$ cat src/rtl/bf_alu_pkg.sv
// bf_alu_pkg: shared types and helpers for the Brainfuck cell ALU.
// Provides the default cell width, the op encoding and the select decoder.
package bf_alu_pkg;

    localparam int DEFAULT_WIDTH = 8;

    typedef enum logic [1:0] {
        OP_PASS    = 2'd0,
        OP_DEC     = 2'd1,
        OP_INC     = 2'd2,
        OP_ILLEGAL = 2'd3
    } alu_op_e;

    // Any select pattern other than exactly one strobe high is illegal.
    function automatic alu_op_e decode_op(
        input logic nochange,
        input logic decrement,
        input logic increment
    );
        alu_op_e op;
        case ({nochange, decrement, increment})
            3'b100:  op = OP_PASS;
            3'b010:  op = OP_DEC;
            3'b001:  op = OP_INC;
            default: op = OP_ILLEGAL;
        endcase
        return op;
    endfunction

endpackage

$ cat src/rtl/bf_alu_decode.sv
// bf_alu_decode: one-hot check of the three ALU select strobes.
// Produces the decoded op and an illegal flag for non-one-hot selects.
module bf_alu_decode
    import bf_alu_pkg::*;
(
    input  logic    i_nochange,
    input  logic    i_decrement,
    input  logic    i_increment,
    output alu_op_e o_op,
    output logic    o_illegal
);

    alu_op_e w_op;

    // Decode the strobes into a single op.
    always_comb begin
        w_op = decode_op(i_nochange, i_decrement, i_increment);
    end

    assign o_op      = w_op;
    assign o_illegal = (w_op == OP_ILLEGAL);

endmodule

$ cat src/rtl/bf_alu.sv
// bf_alu: Brainfuck cell ALU (pass / decrement / increment) with flags.
// Define BF_ALU_ERR_STICKY_EN to make err_sticky latch illegal selects.
module bf_alu
    import bf_alu_pkg::*;
#(
    parameter int WIDTH = DEFAULT_WIDTH
) (
    input  logic             clk,
    input  logic             rst,
    input  logic [WIDTH-1:0] a,
    input  logic             nochange,
    input  logic             decrement,
    input  logic             increment,
    output logic [WIDTH-1:0] out,
    output logic             zero,
    output logic             wrap,
    output logic             illegal,
    output logic [WIDTH-1:0] out_q,
    output logic             wrap_q,
    output logic             valid_q,
    output logic             err_sticky
);

    alu_op_e          w_op;
    logic             w_illegal;
    logic [WIDTH-1:0] w_out;
    logic             w_wrap;

    logic [WIDTH-1:0] r_out;
    logic             r_wrap;
    logic             r_valid;

    bf_alu_decode u_decode (
        .i_nochange  (nochange),
        .i_decrement (decrement),
        .i_increment (increment),
        .o_op        (w_op),
        .o_illegal   (w_illegal)
    );

    // Cell arithmetic; illegal selects pass the cell through unchanged.
    always_comb begin
        w_out  = a;
        w_wrap = 1'b0;
        unique case (w_op)
            OP_DEC: begin
                w_out  = a - WIDTH'(1);
                w_wrap = (a == '0);
            end
            OP_INC: begin
                w_out  = a + WIDTH'(1);
                w_wrap = (a == '1);
            end
            default: begin
                w_out  = a;
                w_wrap = 1'b0;
            end
        endcase
    end

    // Registered copy of the result for the control unit.
    always_ff @(posedge clk) begin
        if (rst) begin
            r_out   <= '0;
            r_wrap  <= 1'b0;
            r_valid <= 1'b0;
        end else begin
            r_out   <= w_out;
            r_wrap  <= w_wrap;
            r_valid <= !w_illegal;
        end
    end

`ifdef BF_ALU_ERR_STICKY_EN
    logic r_err;

    // Latch any illegal select until the next reset.
    always_ff @(posedge clk) begin
        if (rst) begin
            r_err <= 1'b0;
        end else if (w_illegal) begin
            r_err <= 1'b1;
        end
    end

    assign err_sticky = r_err;
`else
    assign err_sticky = 1'b0;
`endif

    assign out     = w_out;
    assign zero    = (w_out == '0);
    assign wrap    = w_wrap;
    assign illegal = w_illegal;
    assign out_q   = r_out;
    assign wrap_q  = r_wrap;
    assign valid_q = r_valid;

endmodule

$ cat config.mk
export PLATFORM = sky130hd
export DESIGN_NAME = bf_alu
export DESIGN_NICKNAME = d
export VERILOG_FILES = /design/src/rtl/bf_alu_pkg.sv /design/src/rtl/bf_alu_decode.sv /design/src/rtl/bf_alu.sv
export SDC_FILE = /design/constraint.sdc
export NUM_CORES = 1
export LEC_CHECK = 0
export ABC_AREA = 1
export CAP_MARGIN = 20
export CORE_MARGIN = 2
export CORE_UTILIZATION = 45
export DETAILED_ROUTE_END_ITERATION = 7
export PLACE_DENSITY = 0.81
export SYNTH_ARGS = -nofsm -noshare
export SYNTH_HDL_FRONTEND = slang
export SYNTH_SLANG_ARGS = --single-unit
$ cat constraint.sdc
create_clock -name clk -period 4.4 [get_ports clk]
set_clock_uncertainty 0.1 [all_clocks]
set_input_delay 0.88 -clock clk [delete_from_list [all_inputs] [get_ports clk]]
set_output_delay 0.88 -clock clk [all_outputs]
set_load 0.02 [all_outputs]
# Word-level counts from Yosys, hierarchy flattened
# Index checks and enable logic that the tools add are counted.
# totals
inputBits	13
romBits	0
mem_count	0
reg_bits	10
ramBits	0
latchBits	0
# classes
div_mod_pow	0
eq_ne	7
n_addsub	2
n_reduce_logical	3
multipliers	0
shift	0
muxes	3
bitwise	0
n_lt_le_gt_ge	0
# op_table
operator	count
$logic_not 8->1	2
$pmux 8 s2	1
$add 8x1->8 const B	1
$eq 8x8->1 const B	1
$sub 8x1->8 const B	1
$pmux 2 s3	1
$eq 2x2->1 const B	2
$eq 3x1->1 const B	1
$eq 3x2->1 const B	1
$eq 3x3->1 const B	1
$eq 2x1->1 const B	1
$pmux 1 s2	1
$logic_not 1->1	1

# Logic depth before layout (Yosys ltp)
# Gate-level depths: netlist (run 1).
# logic_depth
ltp_word	5
ltp_mapped	15
depth_no_buf	15

# Hierarchy
# A second synthesis (run 1) with hierarchy kept.
# unflattened
cells_unflattened	159
hier_area_um2	963.4
# by_module_without_submodules
mod	area_each_um2	instances	cells_each	seq_area_each_um2
bf_alu	912.1	1	148	200.2
bf_alu_decode	51.3	1	11	0.0

# Worst setup path before layout (run 1)
# Ideal clock, no wire load.
# synth_timing
path_type	input to output
start	input port increment
end	output port zero
path_stages	14
arrival_ps	2830
slack_ps	590
required_ps	3420
cell_sequence	nor3_1 -> inv_1 -> ha_1 -> inv_1 -> ha_1 -> nand2_1 -> nand2_1 -> nand2_1 -> nand2_1 -> nand3_1 -> nand2_2 -> nor2_1 -> nand2_1 -> nor2_1
# synth_between
elab_chain_len	5
word_cells_on_any_way	8
cone_classes	5 x eq/ne; 2 x mux; 1 x reduce/logical
# synth_lines
element	line	rtl
start, declared	bf_alu.sv:13	input logic increment,
$eq 3x1->1, or another cell as far along	bf_alu_pkg.sv:21	case ({nochange, decrement, increment})
$pmux 2 s3 (*)	bf_alu_pkg.sv:21	
$eq 2x2->1 / $eq 2x1->1 (equally long branches)	bf_alu.sv:45	unique case (w_op)
$pmux 8 s2 (*)	bf_alu.sv:45	
via out[4]	bf_alu.sv:14	output logic [WIDTH-1:0] out,
$logic_not 8->1 (*)	bf_alu.sv:92	assign zero = (w_out == '0);
end, declared	bf_alu.sv:15	output logic zero,
# The timed path passes the listed nets; every way through them passes the cells marked *.

# Worst setup path after layout (run 1)
# layout_timing
start	input port nochange
end	output port out[1]
# layout_between
elab_chain_len	4
word_cells_on_any_way	7
cone_classes	5 x eq/ne; 2 x mux
# layout_lines
element	line	rtl
start, declared	bf_alu.sv:11	input logic nochange,
$eq 3x1->1, or another cell as far along	bf_alu_pkg.sv:21	
$pmux 2 s3 (*)	bf_alu_pkg.sv:21	
$eq 2x2->1 / $eq 2x1->1 (equally long branches)	bf_alu.sv:45	
$pmux 8 s2 (*)	bf_alu.sv:45	
end, declared	bf_alu.sv:14	
# Every way passes the cells marked *; elsewhere a longest branch is shown, timed or not.

==> results.md, run 1 <==
Logic synthesis:
- Yosys attributes the largest share of cell area to sky130_fd_sc_hd__dfxtp_1 22%, sky130_fd_sc_hd__nand2_1 18%, sky130_fd_sc_hd__ha_1 14%.
- The post-synthesis instance area is 926 um^2.
- The share of the Yosys chip area taken by registers is 0.216.
- The largest area contributor in the netlist is sky130_fd_sc_hd__dfxtp_1.
- A synthesized cell averages roughly 6.0 um^2.
- The synthesized design contains 10 register bits.
- The number of distinct standard cells referenced by the synthesized netlist is 24.
- The synthesized netlist cell count is 154.
- The net count of the mapped netlist is ~180.
- Yosys printed 0 warnings.
- The share of the synthesized area in the top cell type is 0.216.

Critical path:
- The type of the setup path with the least slack is in -> out.
- For this design, the slowest cell found on the critical path is sky130_fd_sc_hd__clkdlybuf4s50_1.
- The largest single stage delay on the critical path is 0.60 ns.
- The startpoint type of the worst setup path is an input pin.
- The worst-path maximum fanout is 3.
- The required arrival time at the worst endpoint is ~3.4 ns.
- Broken down by cell family, the worst path's largest delay share belongs to buffers and inverters.
- The element type at the critical path end is an output port.
- At the worst endpoint, the arrival time is ~3.2 ns.
- The critical path contains buffers and inverters numbering 5 combined.
- Traced cell by cell, the critical path runs through clkdlybuf4s50_1 > nor3_2 > inv_1 > ha_2 > fa_1 > nand2_1 > o21ai_1 > buf_4 > inv_1 > clkdlybuf4s50_1.

Run:
- The tool flagged a number of max-cap violations equal to 0.

Pwr:
- The power per cell area is between 200 and 250 mW/mm^2.
- In this run the static leakage power is roughly 0.0008 uW.
- The worst supply voltage drop on vdd is approximately 190 uV.

Drt:
- The via count is 1147.
- In the routed design, unresolved DRC markers number 0.
- The detailed-routing iteration count for the pre-antenna-repair pass is 4.
- The post-detailed-route wirelength per cell is ~11 um.
- The number of antenna-violating nets in the routed design is 0.
- For this block, the routed nets add up to about 2700 um of wire.
- The detailed router finished its first iteration with 42 violations.
- The mean number of vias per cell is approximately 5.

Finish:
- The filler cells instantiated in the layout total 139.
- At the end of the flow the core is filled with cells to 0.749.
- The fraction of final layout cells with drive strength greater than 1 is 0.197.
- The net total in the final layout is ~230.
- The antenna diode instance count is 0.
- The final instance count without filler cells is ~240.
- From synthesis to final layout, the design area changed by 57.2%.

Outcome:
- The run finished with clean final reports.

Clock network:
- The number of clock buffers added by TritonCTS is 3.
- The tree is rooted in a sky130_fd_sc_hd__clkbuf_4.
- The clock input transition at the sequential cells of the worst setup and hold paths is 0.06 ns.
- The number of buffers added to fix hold violations after cts is 0.
- CTS built an H-tree with a depth of 1.
- For this design, the sink count on the clock tree is 10.
- The maximum root-to-sink buffer count is 2.
- The CTS tree is built.

STA:
- Setup repair after global routing left no endpoint under its margin.
- The maximum frequency from static timing analysis is 0.238 GHz.
- Adding up every negative setup slack in the final design gives 0 ns.
- The minimum setup slack in the final design is about 0.19 ns.
- The minimum clock period after layout is 4.21 ns.
- In the finished design, the share of the clock period the worst path needs comes to 0.957.
- The total count of max-transition violations in the final report is 0.
- The hold violation total from the final report is 0.
- The final setup violation count is 0.

GRT:
- The global router's overall resource usage is 0.240.
- Entering global routing, the biggest net connects 11 pins.
- The first global-routing pass estimated about 4500 um of wire.
- The total overflow left after global routing is 0.
- The number of global-route vias before repair is approximately 1100.
- The initial antenna violation count is 0.

Floorplan:
- The number of cell rows is 16.
- The die covers between 0.002 and 0.0025 mm^2.
- The die is roughly 49 um wide.
- The floorplan die height is about 50 um.
- The total I/O pin count is 35.
- For this configuration, the core starts out at a cell density of 0.477.
- The core region area is roughly 0.002 mm^2.

Placed design:
- Before CTS, the worst setup slack after placement is -0.431 ns.
- Once placement completed, the tool counted placed cells totaling about 230.
- The global placement routability congestion is 0.848.
- Detailed placement finished with a half-perimeter wire length of roughly 2200 um.
- Input and output buffers added on the ports amount to 33.

Min path:
- The tightest min-delay check is of the in -> reg type.
==> kinds of logic (layout without fill, tap and decap cells) <==
group | after synthesis | count (layout) | synth area share
compound gates | 8 | 8 | 0.0446
xor+xnor | 1 | 1 | 0.00946
fa+ha+maj | 11 | 11 | 0.157
buf+inv | 33 | 87 | 0.146
flops | 10 | 10 | 0.216
other cells | 1 | 1 | 0.00405
simple gates | 90 | 90 | 0.423
==> registers in the layout (all words and copies together) (netlist names) <==
register / flops
wrap_q: 1
out_q: 8
valid_q: 1
==> tightest hold or removal path, stage by stage <==
cell	delay, ns
sky130_fd_sc_hd__dlymetal6s2s_1	0.16
sky130_fd_sc_hd__inv_1	0.10
sky130_fd_sc_hd__a31oi_1	0.11
sky130_fd_sc_hd__nor2_1	0.08
==> layout make-up <==
type                    count  area, um^2  share of cell area
repair buffers             54         469               0.322
well taps                  27        33.8              0.0232
clock buffers               3        22.5              0.0155
inverters                  30         115              0.0791
flip-flops and latches     10         200               0.138
multi-input cells         111         614               0.422
==> routing by layer <==
layer	vias to the layer above	track usage	share of wire
li1	582	-	-
met1	526	0.264	0.43
met2	29	0.426	0.51
met3	10	0.0583	0.030
met4	0	0.114	0.023
met5	-	0	0
==> where the power goes <==
group | leakage, uW | internal (uW) | switching (uW) | total (uW)
Combinational | 0.000698 | 76.2 | 90.9 | 167
Sequential | 0.0000830 | 97.5 | 1.77 | 99.2
Clock | 0.0000138 | 31.4 | 27.0 | 58.3
==> cells in the final DEF (no fill, tap or decap), types with 2 or more instances in the layout <==
| cell | instances |
|---|---|
| sky130_fd_sc_hd__a21oi_1 | 6 |
| sky130_fd_sc_hd__buf_4 | 22 |
| sky130_fd_sc_hd__clkbuf_2 | 4 |
| sky130_fd_sc_hd__clkbuf_4 | 3 |
| sky130_fd_sc_hd__clkdlybuf4s50_1 | 25 |
| sky130_fd_sc_hd__dfxtp_1 | 10 |
| sky130_fd_sc_hd__dlymetal6s2s_1 | 2 |
| sky130_fd_sc_hd__ha_1 | 9 |
| sky130_fd_sc_hd__inv_1 | 28 |
| sky130_fd_sc_hd__nand2_1 | 43 |
| sky130_fd_sc_hd__nand2_2 | 5 |
| sky130_fd_sc_hd__nand3_1 | 16 |
| sky130_fd_sc_hd__nand4_1 | 2 |
| sky130_fd_sc_hd__nor2_1 | 16 |
==> synth_stat cells <==
library cell,count
sky130_fd_sc_hd__xor2_1,1
sky130_fd_sc_hd__nand2_1,45
sky130_fd_sc_hd__nor4_1,1
sky130_fd_sc_hd__nor2_1,16
sky130_fd_sc_hd__a31oi_1,1
sky130_fd_sc_hd__inv_2,1
sky130_fd_sc_hd__nand2_2,3
sky130_fd_sc_hd__or2_0,1
sky130_fd_sc_hd__fa_1,1
sky130_fd_sc_hd__or2_2,1
sky130_fd_sc_hd__dfxtp_1,10
sky130_fd_sc_hd__inv_1,29
sky130_fd_sc_hd__a21oi_1,6
sky130_fd_sc_hd__nand3b_1,1
sky130_fd_sc_hd__nor3_1,3
sky130_fd_sc_hd__o21ai_1,1
sky130_fd_sc_hd__ha_1,10
sky130_fd_sc_hd__conb_1,1
sky130_fd_sc_hd__nand4_1,2
sky130_fd_sc_hd__buf_6,1
sky130_fd_sc_hd__nand3_2,1
sky130_fd_sc_hd__buf_4,1
sky130_fd_sc_hd__clkbuf_1,1
sky130_fd_sc_hd__nand3_1,16
==> final timing paths <==
check,cells past startpoint,to,start,slack [ns]
setup / recovery,10,out[1],nochange,0.19
hold / removal,4,valid_q,decrement,1.0
==> through the flow <==
stage	instance area (um^2)	hold slack [ns]	power, uW
5_1_grt	1460	1.02	349
3_5_place_dp	1430	1.48	269
6_report	1460	0.996	325
2_1_floorplan	926	0.962	188
4_1_cts	1460	1.25	327
3_3_place_gp	1430	1.46	263
==> what timing repair did <==
item,4_1_cts,5_1_grt
setup buffers,0,0
endpoints found under the hold margin,0,0
pin swaps,0,2
resized for setup,13,15
setup endpoints to repair,7,6
(Power assumes the default switching activity.)
==> inputs of run 2 (changes only) <==
--- a/config.mk
+++ b/config.mk
@@ -7,10 +7,13 @@
 export LEC_CHECK = 0
 export ABC_AREA = 1
 export CAP_MARGIN = 20
+export CELL_PAD_IN_SITES_DETAIL_PLACEMENT = 1
+export CELL_PAD_IN_SITES_GLOBAL_PLACEMENT = 2
 export CORE_MARGIN = 2
-export CORE_UTILIZATION = 45
+export CORE_UTILIZATION = 23
 export DETAILED_ROUTE_END_ITERATION = 7
-export PLACE_DENSITY = 0.81
+export PLACE_DENSITY_LB_ADDON = 0.1
+export SETUP_SLACK_MARGIN = 0.1
 export SYNTH_ARGS = -nofsm -noshare
 export SYNTH_HDL_FRONTEND = slang
 export SYNTH_SLANG_ARGS = --single-unit
==> results.md, run 2 (same netlist as run 1, synthesis figures left out) <==
Critical path:
- The most numerous cell type found on the critical path is sky130_fd_sc_hd__nand2_1.
- The critical path's largest stage delay is 0.60 ns (about the same).
- The critical path goes through clkdlybuf4s50_1 > inv_1 > nor3_4 > ha_4 > buf_4 > buf_4 > nand2_1 > nor3_1 > nand4_1 > nand2_1 > nand2_1 > inv_1 > clkdlybuf4s50_1.
- The required arrival time at the worst endpoint is 3.42 ns (about the same).
- On the critical path, the stage with the largest delay is an instance of sky130_fd_sc_hd__clkdlybuf4s50_1.
- The arrival time of the worst setup path was 3.21 ns (-0.02 ns).
- By startpoint and endpoint, the worst setup path is classified as in -> out.
- STA classifies the critical path endpoint as an output port.
- The worst setup path is launched from an input pin.
- The worst-path maximum fanout was 3 (unchanged).

Floorplan:
- The core region area was 0.00394 mm^2 (+100%).
- The die area is 0.00455 mm^2 (+87%).
- The number of cell rows is 23 (+7).
- The total I/O pin count was 35 (unchanged).
- The floorplan die height was 67.4 um (+37%).
- The initial core utilization is 0.235 (-0.242).
- The width of the chip was 67.4 um (+37%).

Pwr:
- The worst supply voltage drop on vdd is 83.7 uV (-56%).
- The share of total power in combinational logic is 0.492 (-0.023).
- The share of power burned in the clock network is 0.246 (+0.066).
- The switching share of power is 0.353 (-0.0153).
- The reported leakage power is 0.000847 uW (+6.5%).
- The power per cell area is 225 mW/mm^2 (+0.96%).
- The internal power component is 246 uW (+20%).
- The net switching power figure was 134 uW (+12%).
- The sequential share of power is 0.262 (-0.044).

Drt:
- The post-detailed-route wirelength per cell is 12.2 um (+6.6%).
- The mean number of vias per cell is 4.41 (-9.6%).
- The total wirelength of the detailed-routed design is 3210 um (+19%).
- The DRC violation total after the first TritonRoute iteration is 19 (-55%).
- The via count was 1161 (+1.2%).
- The post-detailed-route DRC marker count came to 0 (unchanged).
- The detailed-routing iteration count for the pre-antenna-repair pass is 4 (unchanged).
- The number of antenna-violating nets in the routed design is 0 (unchanged).

Finish:
- The top cell types in the final layout, fill and taps aside, are 39 x sky130_fd_sc_hd__nand2_1, 28 x sky130_fd_sc_hd__inv_1, 28 x sky130_fd_sc_hd__buf_4.
- The antenna diode instance count came to 0 (unchanged).
- The total non-filler cell area in the finished layout is 0.00169 mm^2 (+16%).
- The fraction of final layout cells with drive strength greater than 1 was 0.300 (+0.103).
- The net total in the final layout was 239 (+2.1%).
- Relative to the synthesized area, the layout overhead comes to 82.2%.
- The flip-flop count of the largest register, all copies and words added is 8 (unchanged).
- The most common library cell in the layout ignoring fill and taps is sky130_fd_sc_hd__nand2_1.

STA:
- The hold violation total from the final report is 0 (unchanged).
- The maximum frequency from static timing analysis is 0.238 GHz (+0.34%).
- The worst hold slack after final layout is 1.01 ns (+0.0114 ns).
- Setup repair after global routing could not meet its margin everywhere.
- The minimum clock period after layout was 4.19 ns (-0.0144 ns).
- The total count of max-transition violations in the final report came to 0 (unchanged).
- The minimum setup slack in the final design is 0.205 ns (+0.0144 ns).
- The share of the clock period used by the worst path is 0.953 (-0.00327).
- The final setup violation count is 0 (unchanged).

GRT:
- The total congestion overflow is 0 (unchanged).
- The initial antenna violation count is 0 (unchanged).
- The global router's overall resource usage is 0.153 (-0.0871).
- The maximum number of pins on one net before global-route repair is 11 (unchanged).
- The number of global-route vias before repair is 1171 (+7.7%).
- The global-route wire length before repair is 5140 um (+13%).

Placed design:
- The number of buffers added on ports is 33 (unchanged).
- The post-placement setup slack is -0.593 ns (-0.161 ns).
- The post-placement cell area was 0.00148 mm^2 (+4.1%).
- The global placement routability congestion is 0.781 (-7.9%).
- The HPWL after detailed placement came to 2700 um (+22%).

Clock network:
- The number of clock sinks is 10 (unchanged).
- The number of H-tree levels came to 1 (unchanged).
- The root cell of the clock tree is sky130_fd_sc_hd__clkbuf_8.
- The maximum root-to-sink buffer count is 2 (unchanged).
- The TritonCTS buffer count is 3 (unchanged).
- The clock input transition at the sequential cells of the worst setup and hold paths was 0.05 ns (about the same).
- The number of buffers added to fix hold violations after cts is 0 (unchanged).
- TritonCTS built the clock tree.

Outcome:
- The flow ran to the end, and the final reports show no timing, DRC or antenna violations.

Min path:
- In this run the worst hold path is classified as in -> reg.

Run:
- The number of maximum-capacitance constraint violations was 0 (unchanged).
[run 2: cell types whose count changed in the layout (fill, tap and decap cells not counted), sizes merged]
cell	before	now
dlymetal6s2s	2	3
clkdlybuf4s15	0	1
buf	22	29
clkbuf	7	4
clkdlybuf4s50	25	23
dlygate4sd2	1	2
[run 2: cell type report]
type | instances | area (um^2)
Clock buffer | 3 | 41.3
Fill cell | 488 | 2260
Inverter | 30 | 115
Multi-Input combinational cell | 111 | 752
Sequential cell | 10 | 200
Tap cell | 50 | 62.6
Timing Repair Buffer | 59 | 515
[run 2: power by group through the flow]
stage | clock network, uW | logic [uW] | registers, uW
finish | 93.5 | 187 | 99.6
global route | 99.7 | 208 | 100
CTS | 98.1 | 173 | 99.8
detailed placement | 0 | 173 | 101
global placement | 0 | 170 | 101
floorplan | 0 | 78.2 | 110
[run 2: what timing repair did]
item | CTS | global route
setup endpoints to repair | 8 | 7
setup buffers | 0 | 1
pin swaps | 0 | 4
gates resized for setup | 22 | 30
[run 2: path summary, 6_finish.rpt]
kind              endpoint  cells after the start      start
setup / recovery      wrap                     13  increment
hold / removal     valid_q                      3   nochange
[run 2: routing by layer]
metal | track usage | wire length, um | up-vias
li1 | - | - | 591
met1 | 0.175 | 1340 | 548
met2 | 0.287 | 1760 | 18
met3 | 0.0350 | 96 | 4
met4 | 0.0306 | 20 | 0
met5 | 0 | 0 | -
[run 2: worst max-delay path, delay by kind of cell]
kind	cells	cell delay, ns
buf+inv	6	1.44
simple gates	6	0.69
fa+ha+maj	1	0.20
[run 2: per-stage QoR]
stage / setup TNS [ns] / std cells / power (uW) / utilization
final: 0 / 263 / 380 / 0.428
after CTS: 0 / 262 / 370 / 0.391
after global placement: -2.05 / 259 / 271 / 0.376
after global routing: 0 / 263 / 408 / 0.428
after detailed placement: -2.73 / 259 / 274 / 0.376
after floorplan: 0 / 154 / 188 / -
